==> config.mk <==
export PLATFORM = sky130hd
export DESIGN_NAME = alu_pipe_flat
export DESIGN_NICKNAME = d
export VERILOG_FILES = /design/src/rtl/alu_pipe_pkg.sv /design/src/rtl/alu_pipe_if.sv /design/src/rtl/alu_core.sv /design/src/rtl/alu_pipe.sv /design/src/flat_wrapper.sv
export SDC_FILE = /design/constraint.sdc
export NUM_CORES = 1
export LEC_CHECK = 0
export ABC_AREA = 1
export CAP_MARGIN = 20
export CORE_MARGIN = 4
export CORE_UTILIZATION = 60
export CTS_CLUSTER_SIZE = 8
export DETAILED_ROUTE_END_ITERATION = 12
export PLACE_DENSITY = 0.85
export SLEW_MARGIN = 25
export SYNTH_ARGS = -nofsm -noshare
export SYNTH_HDL_FRONTEND = slang
export SYNTH_HIERARCHICAL = 1
export SYNTH_SLANG_ARGS = --single-unit
==> constraint.sdc <==
create_clock -name clk -period 11.07 [get_ports clk]
set_input_delay 1.6605 -clock clk [delete_from_list [all_inputs] [get_ports clk]]
set_output_delay 1.6605 -clock clk [all_outputs]
set_load 0.02 [all_outputs]
==> src/rtl/alu_pipe_pkg.sv <==
// Shared widths, boolean constants and inside-opcode encodings for the alu_pipe execution unit.
package alu_pipe_pkg;

    localparam int DATA_WIDTH          = 32;
    localparam int ROB_TAG_WIDTH       = 4;
    localparam int INSIDE_OPCODE_WIDTH = 6;

    localparam logic TRUE  = 1'b1;
    localparam logic FALSE = 1'b0;

    typedef enum logic [INSIDE_OPCODE_WIDTH-1:0] {
        OP_NOP   = 6'd0,
        OP_LUI   = 6'd1,
        OP_AUIPC = 6'd2,
        OP_JAL   = 6'd3,
        OP_JALR  = 6'd4,
        OP_ADD   = 6'd5,
        OP_ADDI  = 6'd6,
        OP_SUB   = 6'd7,
        OP_XOR   = 6'd8,
        OP_XORI  = 6'd9,
        OP_OR    = 6'd10,
        OP_ORI   = 6'd11,
        OP_AND   = 6'd12,
        OP_ANDI  = 6'd13,
        OP_SLT   = 6'd14,
        OP_SLTI  = 6'd15,
        OP_SLTU  = 6'd16,
        OP_SLTIU = 6'd17,
        OP_SLL   = 6'd18,
        OP_SLLI  = 6'd19,
        OP_SRL   = 6'd20,
        OP_SRLI  = 6'd21,
        OP_SRA   = 6'd22,
        OP_SRAI  = 6'd23,
        OP_BEQ   = 6'd24,
        OP_BNE   = 6'd25,
        OP_BLT   = 6'd26,
        OP_BGE   = 6'd27,
        OP_BLTU  = 6'd28,
        OP_BGEU  = 6'd29
    } op_e;

endpackage

==> src/rtl/alu_pipe_if.sv <==
// Issue/result handshake bundle between the ALU reservation station, alu_pipe and the CDB arbiter.
interface alu_pipe_if
    import alu_pipe_pkg::*;
#(
    parameter int DATA_W = DATA_WIDTH,
    parameter int TAG_W  = ROB_TAG_WIDTH,
    parameter int OP_W   = INSIDE_OPCODE_WIDTH
);
    logic              in_valid;
    logic              in_ready;
    logic [OP_W-1:0]   in_op;
    logic [DATA_W-1:0] in_rs1;
    logic [DATA_W-1:0] in_rs2;
    logic [DATA_W-1:0] in_imm;
    logic [DATA_W-1:0] in_pc;
    logic [TAG_W-1:0]  in_tag;
    logic              in_flush;
    logic              out_valid;
    logic              out_ready;
    logic [DATA_W-1:0] out_value;
    logic [TAG_W-1:0]  out_tag;
    logic              out_br_taken;
    logic [DATA_W-1:0] out_br_target;

    modport master (
        output in_valid, in_op, in_rs1, in_rs2, in_imm, in_pc, in_tag, in_flush, out_ready,
        input  in_ready, out_valid, out_value, out_tag, out_br_taken, out_br_target
    );

    modport slave (
        input  in_valid, in_op, in_rs1, in_rs2, in_imm, in_pc, in_tag, in_flush, out_ready,
        output in_ready, out_valid, out_value, out_tag, out_br_taken, out_br_target
    );
endinterface

==> src/rtl/alu_core.sv <==
// Combinational RV32I integer/jump compute; branch resolution exists only when ALU_BRANCH_EN is defined.
module alu_core
    import alu_pipe_pkg::*;
#(
    parameter int DATA_W = DATA_WIDTH,
    parameter int OP_W   = INSIDE_OPCODE_WIDTH
) (
    input  logic [OP_W-1:0]   op,
    input  logic [DATA_W-1:0] rs1,
    input  logic [DATA_W-1:0] rs2,
    input  logic [DATA_W-1:0] imm,
    input  logic [DATA_W-1:0] pc,
    output logic [DATA_W-1:0] value,
    output logic              br_taken,
    output logic [DATA_W-1:0] br_target
);
    localparam int SH_W = $clog2(DATA_W);

    op_e               op_d;
    logic              use_imm;
    logic [DATA_W-1:0] b;
    logic [SH_W-1:0]   shamt;
    logic [DATA_W-1:0] pc_imm;

    assign op_d    = op_e'(op);
    assign use_imm = op_d inside {OP_ADDI, OP_XORI, OP_ORI, OP_ANDI, OP_SLTI, OP_SLTIU,
                                  OP_SLLI, OP_SRLI, OP_SRAI};
    assign b       = use_imm ? imm : rs2;
    assign shamt   = b[SH_W-1:0];
    assign pc_imm  = pc + imm;

    always_comb begin
        // NOTE: every output gets a default before the case so no path leaves one unassigned (no latch).
        value     = '0;
        br_taken  = FALSE;
        br_target = '0;
        case (op_d)
            OP_LUI:            value = imm;
            OP_AUIPC:          value = pc_imm;
            OP_JAL: begin
                value = pc + DATA_W'(4);
`ifdef ALU_BRANCH_EN
                br_taken  = TRUE;
                br_target = pc_imm;
`endif
            end
            OP_JALR: begin
                value = pc + DATA_W'(4);
`ifdef ALU_BRANCH_EN
                br_taken  = TRUE;
                br_target = (rs1 + imm) & ~DATA_W'(1);
`endif
            end
            OP_ADD, OP_ADDI:   value = rs1 + b;
            OP_SUB:            value = rs1 - rs2;
            OP_XOR, OP_XORI:   value = rs1 ^ b;
            OP_OR, OP_ORI:     value = rs1 | b;
            OP_AND, OP_ANDI:   value = rs1 & b;
            OP_SLT, OP_SLTI:   value = DATA_W'($signed(rs1) < $signed(b));
            OP_SLTU, OP_SLTIU: value = DATA_W'(rs1 < b);
            OP_SLL, OP_SLLI:   value = rs1 << shamt;
            OP_SRL, OP_SRLI:   value = rs1 >> shamt;
            OP_SRA, OP_SRAI:   value = DATA_W'($signed(rs1) >>> shamt);
`ifdef ALU_BRANCH_EN
            // Conditional branches produce no rd value, only a resolution.
            OP_BEQ:  begin br_taken = (rs1 == rs2);                  br_target = pc_imm; end
            OP_BNE:  begin br_taken = (rs1 != rs2);                  br_target = pc_imm; end
            OP_BLT:  begin br_taken = ($signed(rs1) <  $signed(rs2)); br_target = pc_imm; end
            OP_BGE:  begin br_taken = ($signed(rs1) >= $signed(rs2)); br_target = pc_imm; end
            OP_BLTU: begin br_taken = (rs1 <  rs2);                  br_target = pc_imm; end
            OP_BGEU: begin br_taken = (rs1 >= rs2);                  br_target = pc_imm; end
`endif
            default: ;
        endcase
    end
endmodule

==> src/rtl/alu_pipe.sv <==
// Pipelined integer execution unit: alu_core feeds stage 0, STAGES-deep valid/ready pipe to the CDB.
// Optional branch resolution is enabled with the ALU_BRANCH_EN macro.
module alu_pipe
    import alu_pipe_pkg::*;
#(
    parameter int DATA_W = DATA_WIDTH,
    parameter int TAG_W  = ROB_TAG_WIDTH,
    parameter int OP_W   = INSIDE_OPCODE_WIDTH,
    parameter int STAGES = 2
) (
    input logic       clk,
    input logic       rst,
    input logic       rdy,
    alu_pipe_if.slave bus
);
    typedef struct packed {
        logic              valid;
        logic [DATA_W-1:0] value;
        logic [TAG_W-1:0]  tag;
        logic              br_taken;
        logic [DATA_W-1:0] br_target;
    } stage_t;

    stage_t [STAGES-1:0] stage_q;
    stage_t              result;
    logic                adv;
    logic                accept;
    logic [DATA_W-1:0]   core_value;
    logic                core_taken;
    logic [DATA_W-1:0]   core_target;

    alu_core #(.DATA_W(DATA_W), .OP_W(OP_W)) u_core (
        .op        (bus.in_op),
        .rs1       (bus.in_rs1),
        .rs2       (bus.in_rs2),
        .imm       (bus.in_imm),
        .pc        (bus.in_pc),
        .value     (core_value),
        .br_taken  (core_taken),
        .br_target (core_target)
    );

    // The whole pipe moves as one; a held result stalls even the bubbles behind it.
    assign adv          = rdy & (~stage_q[STAGES-1].valid | bus.out_ready);
    assign bus.in_ready = adv & ~bus.in_flush & ~rst;
    assign accept       = bus.in_valid & bus.in_ready;

    always_comb begin
        result = '0;
        if (accept) result = {TRUE, core_value, bus.in_tag, core_taken, core_target};
    end

    // NOTE: state uses non-blocking assignments, and the pipe is fully reset since outputs must read 0.
    always_ff @(posedge clk) begin
        if (rst) begin
            stage_q <= '0;
        end else if (rdy && bus.in_flush) begin
            for (int i = 0; i < STAGES; i++) stage_q[i].valid <= FALSE;
        end else if (adv) begin
            stage_q[0] <= result;
            for (int i = 1; i < STAGES; i++) stage_q[i] <= stage_q[i-1];
        end
    end

    assign bus.out_valid     = stage_q[STAGES-1].valid;
    assign bus.out_value     = stage_q[STAGES-1].value;
    assign bus.out_tag       = stage_q[STAGES-1].tag;
    assign bus.out_br_taken  = stage_q[STAGES-1].br_taken;
    assign bus.out_br_target = stage_q[STAGES-1].br_target;
endmodule

==> src/flat_wrapper.sv <==
// flat-port wrapper written by rule: the top's interface ports become plain ports
module alu_pipe_flat import alu_pipe_pkg::*;
#(
    parameter int DATA_W = DATA_WIDTH,
    parameter int TAG_W  = ROB_TAG_WIDTH,
    parameter int OP_W   = INSIDE_OPCODE_WIDTH,
    parameter int STAGES = 2
)
  (clk, rst, rdy, bus_in_valid, bus_in_op, bus_in_rs1, bus_in_rs2, bus_in_imm, bus_in_pc, bus_in_tag, bus_in_flush, bus_out_ready, bus_in_ready, bus_out_valid, bus_out_value, bus_out_tag, bus_out_br_taken, bus_out_br_target);
  alu_pipe_if #(.DATA_W(DATA_W), .TAG_W(TAG_W), .OP_W(OP_W)) bus_i ();
  input logic clk;
  input logic rst;
  input logic rdy;
  input wire logic [$bits(bus_i.in_valid)-1:0] bus_in_valid;
  input wire logic [$bits(bus_i.in_op)-1:0] bus_in_op;
  input wire logic [$bits(bus_i.in_rs1)-1:0] bus_in_rs1;
  input wire logic [$bits(bus_i.in_rs2)-1:0] bus_in_rs2;
  input wire logic [$bits(bus_i.in_imm)-1:0] bus_in_imm;
  input wire logic [$bits(bus_i.in_pc)-1:0] bus_in_pc;
  input wire logic [$bits(bus_i.in_tag)-1:0] bus_in_tag;
  input wire logic [$bits(bus_i.in_flush)-1:0] bus_in_flush;
  input wire logic [$bits(bus_i.out_ready)-1:0] bus_out_ready;
  output wire logic [$bits(bus_i.in_ready)-1:0] bus_in_ready;
  output wire logic [$bits(bus_i.out_valid)-1:0] bus_out_valid;
  output wire logic [$bits(bus_i.out_value)-1:0] bus_out_value;
  output wire logic [$bits(bus_i.out_tag)-1:0] bus_out_tag;
  output wire logic [$bits(bus_i.out_br_taken)-1:0] bus_out_br_taken;
  output wire logic [$bits(bus_i.out_br_target)-1:0] bus_out_br_target;
  assign bus_i.in_valid = bus_in_valid;
  assign bus_i.in_op = bus_in_op;
  assign bus_i.in_rs1 = bus_in_rs1;
  assign bus_i.in_rs2 = bus_in_rs2;
  assign bus_i.in_imm = bus_in_imm;
  assign bus_i.in_pc = bus_in_pc;
  assign bus_i.in_tag = bus_in_tag;
  assign bus_i.in_flush = bus_in_flush;
  assign bus_i.out_ready = bus_out_ready;
  assign bus_in_ready = bus_i.in_ready;
  assign bus_out_valid = bus_i.out_valid;
  assign bus_out_value = bus_i.out_value;
  assign bus_out_tag = bus_i.out_tag;
  assign bus_out_br_taken = bus_i.out_br_taken;
  assign bus_out_br_target = bus_i.out_br_target;
  alu_pipe #(.DATA_W(DATA_W), .TAG_W(TAG_W), .OP_W(OP_W), .STAGES(STAGES)) u_core (.clk(clk), .rst(rst), .rdy(rdy), .bus(bus_i));
endmodule
==> results.yml <==
setup_path:
  slowest_stage: "clkdlybuf4s50_1"
  arrival_ps: 7940
  worst-path-max-fanout: 48
  critPathCapture: "u_core/stage_q[58]"
  path_class: "in -> reg"
  r2r.worst_path.cells: 6
  start_kind: "input port"
  required_ps: 11360
  reg2reg_from: "u_core/bus.out_valid"
  reg2reg_slack_ps: 8740
  critPathCaptureType: "register"
  r2r-end: "u_core/stage_q[52]"
  crit_path_start: "bus_in_op[1]"
  cp_common_cell: "nand2_1"
  cpPeakStageDelay_ps: 740
grt:
  grt_usage_pct: 43.1
  grt_pass1_vias: 21600
  globalRouteOverflowTotal: 0
  grt_pass1_wl_um: 120000
  antenna_found_initial: 0
  grt_max_degree: 95
route:
  viasPerCell: 6.36
  drt-pass1-iter-count: 7
  drtIter0Drc: 3677
  postRouteWirelength_um: 79900
  drc: 0
  routed-via-count: 23400
  drtAntennaViolNets: 0
  route.detailed.wl_per_inst_um: 21.7
synth:
  synthArstFlopShare_pct: 0
  ys_types: 62
  avgSynthCellArea_um2: 5.96
  netlist_instances: 3227
  ys_ff_latch: 140
  synth_xor_area_share_pct: 1.91
  synthSimpleGateAreaFrac_pct: 37.9
  synth-warning-count: 6
  synth-seq-area-share_pct: 14.6
  ys.flop_type: "dfxtp_1"
  synthAdderAreaFrac_pct: 12.4
  synth_edf_count: 0
  synthMuxAreaShare_pct: 0.208
  synth-compound-area-share_pct: 19.0
  syn_area_um2: 19200
  synth_top_family_by_area: "simple AND/OR/NAND/NOR gates"
die:
  ios: 215
  die_w_um: 187
  die_area_um2: 35000
  core_area_um2: 31600
  initial_core_util_pct: 60.9
  std_cell_rows: 65
  die_h_um: 187
sta:
  timing_hold_violations_final: 0
  slew_headroom_pct: 27.1
  tightest_slew_ps: 1090
  finalCritPeriodShare_pct: 69.1
  skew_ps: 11.2
  slew_violations: 0
  tns_ps: 0
  final.min_clock_period_ps: 7650
  rsz0062_at_grt: "false"
  fmaxAchievable_mhz: 131
  setup_violations: 0
pwr:
  seq_power_share_pct: 26.4
  p_switching_uw: 825
  leakage_nw: 9.36
  vdd_ir_drop_max_v: 0.000114
  pwr-share-comb_pct: 42.7
  power.density_nw_per_um2: 91.1
  intPower_mw: 1.11
  p_clk_share_pct: 30.9
  swShare_pct: 42.6
layout:
  drive_gt1_share_pct: 5.25
  syn2layout_area_growth_pct: 10.6
  fin_area_um2: 21300
  n_antenna_cell: 0
  final_common_cell: "nand2_1"
  layout_common_cells: "nand2_1 (837), nand3_1 (356), inv_1 (283), a21oi_1 (275), clkdlybuf4s50_1 (212)"
  nNetsFinal: 3599
  fillers: 2940
placed_design:
  portBuffers: 214
  hpwl_um: 62000
  placed_cell_area_um2: 20700
  gp_congestion: 1.10
cts:
  clkTransAtPathRegs_ps: 60
  numCtsBuffers: 17
  ctsHtreeMaxLevel: 4
  cts_hold_buf: 0
  clock-root-buffer: "clkbuf_16"
  ctsResizeCount: 0
  cts_buffer_depth: 2
  cts_tree: "built"
  cts_sinks: 140
  clk_latency_ps: 450
  cts_setup_buffers: 0
outcome:
  outcome: "finished clean"
hold_path:
  hold_class: "reg -> reg"
run:
  maxCapViolCount: 0
==> area by class of cell <==
cell class / count / area, um2 / share of cell area, %
clock buffers: 18 / 429 / 2.02
repair buffers: 238 / 2310 / 10.9
inverters: 303 / 1140 / 5.36
clock inverters: 14 / 176 / 0.830
multi-input cells: 2565 / 13900 / 65.4
flip-flops and latches: 140 / 2800 / 13.2
well taps: 402 / 503 / 2.37
==> cells by family (layout without fill, tap and decap cells) <==
logic type,count (synthesis),after routing
adder cells (fa/ha/maj),190,190
multiplexers,4,4
buffers and inverters,554,573
flip-flops,140,140
XOR/XNOR,42,42
AO/OA/AOI/OAI,660,660
other,1,33
AND/OR/NAND/NOR,1636,1636
==> stage by stage <==
stage | setup WS [ps] | power [mW] | instances | hold slack (ps) | utilization (%)
finish | 3420 | 1.94 | 3680 | 464 | 67.4
global route | 3120 | 2.03 | 3680 | 484 | 67.4
CTS | 3770 | 1.90 | 3680 | 464 | 67.4
detailed placement | 3320 | 1.31 | 3648 | 455 | 65.5
global placement | 3410 | 1.29 | 3648 | 451 | 65.5
floorplan | 5310 | 1.07 | 3259 | 443 | -
==> worst min path at each step <==
stage                                            start                            to  slack, ps  cells past startpoint
after CTS                     u_core/bus.out_value[16]      u_core/bus.out_value[16]        460                      2
after floorplan                     u_core/stage_q[69]          u_core/bus.out_valid        440                      2
after global routing          u_core/bus.out_value[14]      u_core/bus.out_value[14]        480                      2
after detailed placement  u_core/bus.out_br_target[25]  u_core/bus.out_br_target[25]        450                      2
final                         u_core/bus.out_value[16]      u_core/bus.out_value[16]        460                      2
after global placement    u_core/bus.out_br_target[25]  u_core/bus.out_br_target[25]        450                      2
==> synthesized netlist by cell type (all sizes together), types with 8 or more instances <==
cell type	number	area share [%]
nor4	21	0.68
nand4	50	1.6
or2	27	0.88
o211ai	19	0.77
a21oi	275	7.2
nand3b	28	1.2
a31oi	11	0.36
nand2	875	18
ha	188	12
o21a	8	0.31
dfxtp	140	15
xnor2	11	0.50
clkbuf	70	1.4
xor2	31	1.4
a21o	9	0.35
nand3	363	9.6
o21ai	261	6.9
o21bai	15	0.59
nor2	226	4.9
buf	181	6.6
inv	297	5.8
a211oi	10	0.39
nor3	43	1.2
==> critical path, delay by kind of cell <==
kind                       cells  cell delay (ps)
and+or+nand+nor               19             3290
buffers and inverters          6             1570
AOI/OAI and AO/OA              5              970
adders and majority gates      1              360
==> power groups by stage <==
stage          combinational, mW  sequential [mW]  clock, mW
2_1_floorplan              0.546            0.522          0
3_3_place_gp               0.771            0.522          0
3_5_place_dp               0.784            0.522          0
4_1_cts                    0.788            0.511      0.603
5_1_grt                    0.892            0.512      0.624
6_report                   0.827            0.511      0.599
==> flip-flops by register name, summed over array words and instances, names as in the netlist <==
| signal | count |
|---|---|
| u_core/bus.out_value | 32 |
| u_core/bus.out_br_target | 32 |
| u_core/stage_q | 70 |
| u_core/bus.out_valid | 1 |
| u_core/bus.out_br_taken | 1 |
| u_core/bus.out_tag | 4 |
==> per-layer routing <==
| layer | vias up | wire length, um | track usage, % |
|---|---|---|---|
| met4 | 2 | 6080 | 26.0 |
| met1 | 10600 | 29500 | 53.9 |
| met3 | 390 | 10600 | 11.4 |
| met5 | - | 24 | 0 |
| li1 | 10700 | - | - |
| met2 | 1703 | 33700 | 66.7 |
Power figures use the tool's default switching activity.
